**config.mk**
```make
export PLATFORM = sky130hd
export DESIGN_NAME = mest_pro_sequencer
export DESIGN_NICKNAME = d
export VERILOG_FILES = /design/src/rtl/mest_pro_sequencer.sv
export SDC_FILE = /design/constraint.sdc
export NUM_CORES = 1
export LEC_CHECK = 0
export ABC_AREA = 1
export CAP_MARGIN = 10
export CORE_UTILIZATION = 54
export CTS_CLUSTER_DIAMETER = 120
export DETAILED_ROUTE_END_ITERATION = 6
export PLACE_DENSITY = 0.95
export SLEW_MARGIN = 25
export SYNTH_ARGS = -nofsm -noshare
export SYNTH_HDL_FRONTEND = slang
export SYNTH_SLANG_ARGS = --single-unit
```
**constraint.sdc**
```tcl
create_clock -name clk -period 2.8 [get_ports clk]
set_input_delay 0.56 -clock clk [delete_from_list [all_inputs] [get_ports clk]]
set_output_delay 0.56 -clock clk [all_outputs]
set_load 0.02 [all_outputs]
```
**src/rtl/mest_pro_sequencer.sv**
```systemverilog
// MESTPro instruction-cycle sequencer: stage strobes, multi-cycle
// execute handshake, watchdog, single-step and halt control.
module mest_pro_sequencer #(
  parameter int OP_CODE_SIZE = 4,
  parameter logic [OP_CODE_SIZE-1:0] HALT_OPCODE = 4'hF,
  parameter int MAX_EXEC_CYCLES = 16,
  parameter int CNT_WIDTH = 16
) (
  input  logic                    clk,
  input  logic                    i_reset_n,
  input  logic                    i_start,
  input  logic                    i_halt_req,
  input  logic                    i_step_mode,
  input  logic                    i_step,
  input  logic [OP_CODE_SIZE-1:0] i_opcode,
  input  logic                    i_exec_done,
  output logic                    o_idle_state,
  output logic                    o_fetch_state,
  output logic                    o_exec_state,
  output logic                    o_exec_busy,
  output logic                    o_paused,
  output logic                    o_halted,
  output logic                    o_timeout,
  output logic [CNT_WIDTH-1:0]    o_instr_count
);

  localparam int EW = $clog2(MAX_EXEC_CYCLES);
  localparam logic [EW-1:0] EXEC_LAST = EW'(MAX_EXEC_CYCLES - 1);

  typedef enum logic [2:0] {
    ST_IDLE,
    ST_FETCH,
    ST_DECODE,
    ST_EXEC,
    ST_PAUSE,
    ST_HALTED
  } state_t;

  state_t        state;
  state_t        state_nx;
  logic [EW-1:0] exec_cnt;
  logic          halt_pending;
  logic          halt_now;
  logic          retire;
  logic          wd_fire;

  // a request landing on the boundary cycle itself still counts
  assign halt_now = halt_pending | i_halt_req;

  always_ff @(posedge clk or negedge i_reset_n) begin
    if (!i_reset_n) begin
      state <= ST_IDLE;
    end else begin
      state <= state_nx;
    end
  end

  always_comb begin
    state_nx = state;
    retire   = 1'b0;
    wd_fire  = 1'b0;
    unique case (state)
      ST_IDLE: begin
        if (i_start) state_nx = ST_FETCH;
      end
      ST_FETCH: begin
        state_nx = ST_DECODE;
      end
      ST_DECODE: begin
        if (i_opcode == HALT_OPCODE) begin
          state_nx = ST_HALTED;
        end else begin
          state_nx = ST_EXEC;
        end
      end
      ST_EXEC: begin
        if (i_exec_done) begin
          retire = 1'b1;
          if (halt_now) begin
            state_nx = ST_HALTED;
          end else if (i_step_mode) begin
            state_nx = ST_PAUSE;
          end else begin
            state_nx = ST_FETCH;
          end
        end else if (exec_cnt == EXEC_LAST) begin
          wd_fire  = 1'b1;
          state_nx = ST_HALTED;
        end
      end
      ST_PAUSE: begin
        if (halt_now) begin
          state_nx = ST_HALTED;
        end else if (i_step || !i_step_mode) begin
          state_nx = ST_FETCH;
        end
      end
      ST_HALTED: begin
        if (i_start) state_nx = ST_IDLE;
      end
      default: begin
        state_nx = ST_IDLE;
      end
    endcase
  end

  always_comb begin
    o_idle_state  = (state == ST_IDLE);
    o_fetch_state = (state == ST_FETCH);
    o_exec_busy   = (state == ST_EXEC);
    o_exec_state  = (state == ST_EXEC) && (exec_cnt == '0);
    o_paused      = (state == ST_PAUSE);
    o_halted      = (state == ST_HALTED);
  end

  always_ff @(posedge clk or negedge i_reset_n) begin
    if (!i_reset_n) begin
      exec_cnt      <= '0;
      halt_pending  <= 1'b0;
      o_timeout     <= 1'b0;
      o_instr_count <= '0;
    end else begin
      if (state == ST_EXEC && state_nx == ST_EXEC) begin
        exec_cnt <= exec_cnt + 1'b1;
      end else begin
        exec_cnt <= '0;
      end

      if (state_nx == ST_HALTED) begin
        halt_pending <= 1'b0;
      end else if (i_halt_req && state != ST_IDLE
                   && state != ST_HALTED) begin
        halt_pending <= 1'b1;
      end

      if (wd_fire) begin
        o_timeout <= 1'b1;
      end else if (state == ST_HALTED && i_start) begin
        o_timeout <= 1'b0;
      end

      if (state == ST_IDLE && i_start) begin
        o_instr_count <= '0;
      end else if (retire) begin
        o_instr_count <= o_instr_count + 1'b1;
      end
    end
  end

endmodule

```
==> impl_metrics.yaml <==
global_routing:
  grt_pass1_vias: 1434
  grt_pass1_wl_um: 6085
  antenna_found_initial: 0
  track_usage: 0.2421
  grt_max_degree: 26
  grt-ovfl-total: 0
synth:
  yosys.area.top_type: "dfrtp_1"
  yosysSeqAreaShare: 0.3949
  syn_nets: 240
  synth-warning-count: 0
  synth_top_area_share: 0.3949
  synth-xor-area-share: 0.01106
  synth_ff_type: "dfrtp_1"
  synth_mux_area_frac: 0
  syn_avg_cell_area_um2: 7.009
  ys_async_sr_fraction: 1.000
  synth_common_cells: "nand2_1 (60), inv_1 (34), nor2_1 (31), dfrtp_1 (25), nand3_1 (20)"
  synth_top_family_by_area: "simple AND/OR/NAND/NOR gates"
  ys_seq_elements: 25
  synth-simple-area-share: 0.4044
  synth_area_leaders: "dfrtp_1 (39%), nand2_1 (14%), inv_1 (8.1%), nor2_1 (7.3%), nand3_1 (6.3%)"
  synth_enable_flop_cells: 0
  yosysUniqueCellTypes: 24
  synth-compound-area-share: 0.06714
  synth.most_common_cell: "nand2_1"
  synthAdderAreaFrac: 0.02370
  netlist_instances: 226
  synth_area_um2: 1584
place:
  pre_cts_ws_ns: 0.4782
  port_buffers: 33
  gp_congestion: 0.8409
  dp_hpwl_um: 2638
hold_path:
  hp-start: "exec_cnt[0]$_DFF_PN0_"
  hold_class: "flip-flop to flip-flop"
  hold_path_depth: 1
  min_to: "exec_cnt[0]$_DFF_PN0_"
floorplan:
  ios: 34
  initial_core_util: 0.5744
  die_height_um: 56.16
  die_w_um: 56.16
  num_rows: 19
  dieArea_um2: 3154
  core-area_um2: 2758
setup_path:
  critPathBufInv: 2
  r2r_start: "state[2]$_DFF_PN0_"
  worstSetupStartpoint: "state[1]$_DFF_PN0_"
  worstPathMaxFanout: 6
  max_stage_delay_ns: 0.65
  cp-end-kind: "output pin"
  critPathSlowestCell: "clkdlybuf4s50_1"
  worstSetupStartpointType: "flip-flop"
  r2r_end: "o_instr_count[0]$_DFFE_PN0P_"
  crit_family: "buffers and inverters"
  r2r_slack_ns: 1.03
  critPathRequiredTime_ns: 2.24
  cp.arrival_ns: 2.09
  path_class: "flip-flop to output pin"
  r2r_cells: 6
  path_cells: "nand2_2 > nor2_4 > inv_1 > nor4b_1 > clkdlybuf4s50_1"
clocking:
  cts.clk_slew.worst_paths_ns: 0.14
  cts_tree: "done"
  hold_buffers: 0
  worstSkewPairLatency_ns: 0.32
  clock_path_buffers: 2
  postCtsSetupBuffers: 0
  cts_root_buf: "clkbuf_4"
  clock_sinks: 25
  cts_resized: 0
  numCtsBuffers: 3
  cts-htree-levels: 1
cells_and_area:
  fin_nets: 275
  multi_input_area_um2: 802.0
  antenna_cells: 0
  area_delta_synth_final_pct: 23.70
  layout-drive-gt1-share: 0.05385
  fillerInstances: 214
  final_core_util: 0.7105
  seqCellArea_um2: 626.9
power_and_ir_drop:
  ir_drop_v: 0.0006109
  powerDensity_nw_per_um2: 738.5
  report.power.total_mw: 1.447
  p_leak_nw: 0.9344
detailed_routing:
  wl_met3_um: 131
  post-route-drc-count: 0
  via_per_inst: 5.416
  drtIter0Drc: 67
  wl_met1_um: 1680
  totalWireLength_um: 3509
  num_vias: 1576
  firstDrtPassIters: 4
  antenna_left: 0
  routedWlPerCell_um: 12.06
  dr_wl_met2_um: 1648
  routed.top_layer: "met4"
sta:
  setup_tns_ns: 0
  rsz0062_at_grt: "false"
  final_max_slew_viol_count: 0
  slew_headroom: 0.7393
  fin_ws_ns: 0.1505
  finalCriticalPeriod_ns: 2.650
  skew_ns: 0.01364
  max_freq_ghz: 0.3774
  worstMarginPinSlew_ns: 0.3897
  setup_viol: 0
  hold_viol_final: 0
  finalCritPeriodShare: 0.9463
flow_run:
  maxCapViolations: 0
outcome:
  outcome: "finished, final reports clean"
## sequential cells by signal (all words and copies together) (netlist names)
name,count
state,3
o_instr_count,16
exec_cnt,4
o_timeout,1
halt_pending,1
## where the power goes
| part | internal [mW] | switching, mW | leakage (nW) | total, mW |
|---|---|---|---|---|
| sequential | 0.443 | 0.137 | 0.334 | 0.580 |
| combinational | 0.282 | 0.423 | 0.585 | 0.704 |
| clock | 0.0558 | 0.107 | 0.0150 | 0.162 |
## logic make-up after synthesis
| logic type | Yosys count |
|---|---|
| simple gates | 138 |
| buf+inv | 38 |
| xor+xnor | 2 |
| compound gates | 20 |
| fa+ha+maj | 3 |
| flops | 25 |
## layout make-up
cell class | count | area share
Tap cell | 31 | 0.01980
Timing Repair Buffer | 34 | 0.1724
Sequential cell | 25 | 0.3199
Inverter | 34 | 0.06513
Clock buffer | 4 | 0.01341
Multi-Input combinational cell | 163 | 0.4093
## placed cells by master (no fill, tap or decap)
cell | netlist | layout
a21oi_1 | 4 | 4
o21bai_1 | 1 | 1
xor2_1 | 2 | 2
nor3_1 | 1 | 1
clkdlybuf4s50_1 | 0 | 33
buf_4 | 1 | 1
nand2_1 | 60 | 60
dfrtp_2 | 0 | 1
inv_1 | 34 | 34
nand4_1 | 16 | 16
nor3_2 | 1 | 1
clkbuf_4 | 0 | 3
nor2_4 | 1 | 1
and2_0 | 1 | 1
dfrtp_1 | 25 | 24
o21ai_0 | 14 | 14
nor2_2 | 1 | 1
nand2_4 | 2 | 2
nor2_1 | 31 | 31
nor4b_1 | 1 | 1
ha_1 | 3 | 3
nand3_1 | 20 | 20
nand2_2 | 2 | 2
clkbuf_1 | 0 | 1
a21oi_2 | 1 | 1
nor3_4 | 1 | 1
## per-stage QoR
step / cell area (µm²) / hold WS, ns / std cells
6_report: 1959 / 0.5025 / 291
5_1_grt: 1959 / 0.5276 / 291
4_1_cts: 1958 / 0.5069 / 291
3_5_place_dp: 1932 / 0.4895 / 287
3_3_place_gp: 1932 / 0.4686 / 287
2_1_floorplan: 1584 / 0.2644 / 226
## metal layers
layer / vias to the layer above / GRT usage
met4: 0 / 0.08362
met2: 39 / 0.3980
li1: 799 / -
met5: - / 0
met1: 733 / 0.3323
met3: 5 / 0.02791
## worst max-delay path by stage
| stage | end | slack, ns | cells after the start |
|---|---|---|---|
| global route | o_exec_state | 0.02 | 5 |
| finish | o_exec_state | 0.15 | 5 |
| CTS | o_exec_state | 0.12 | 5 |
| floorplan | o_exec_state | 0.63 | 5 |
| detailed placement | o_exec_state | 0.48 | 5 |
| global placement | o_exec_state | 0.52 | 5 |
No activity file was read; power rests on OpenSTA's default activity.
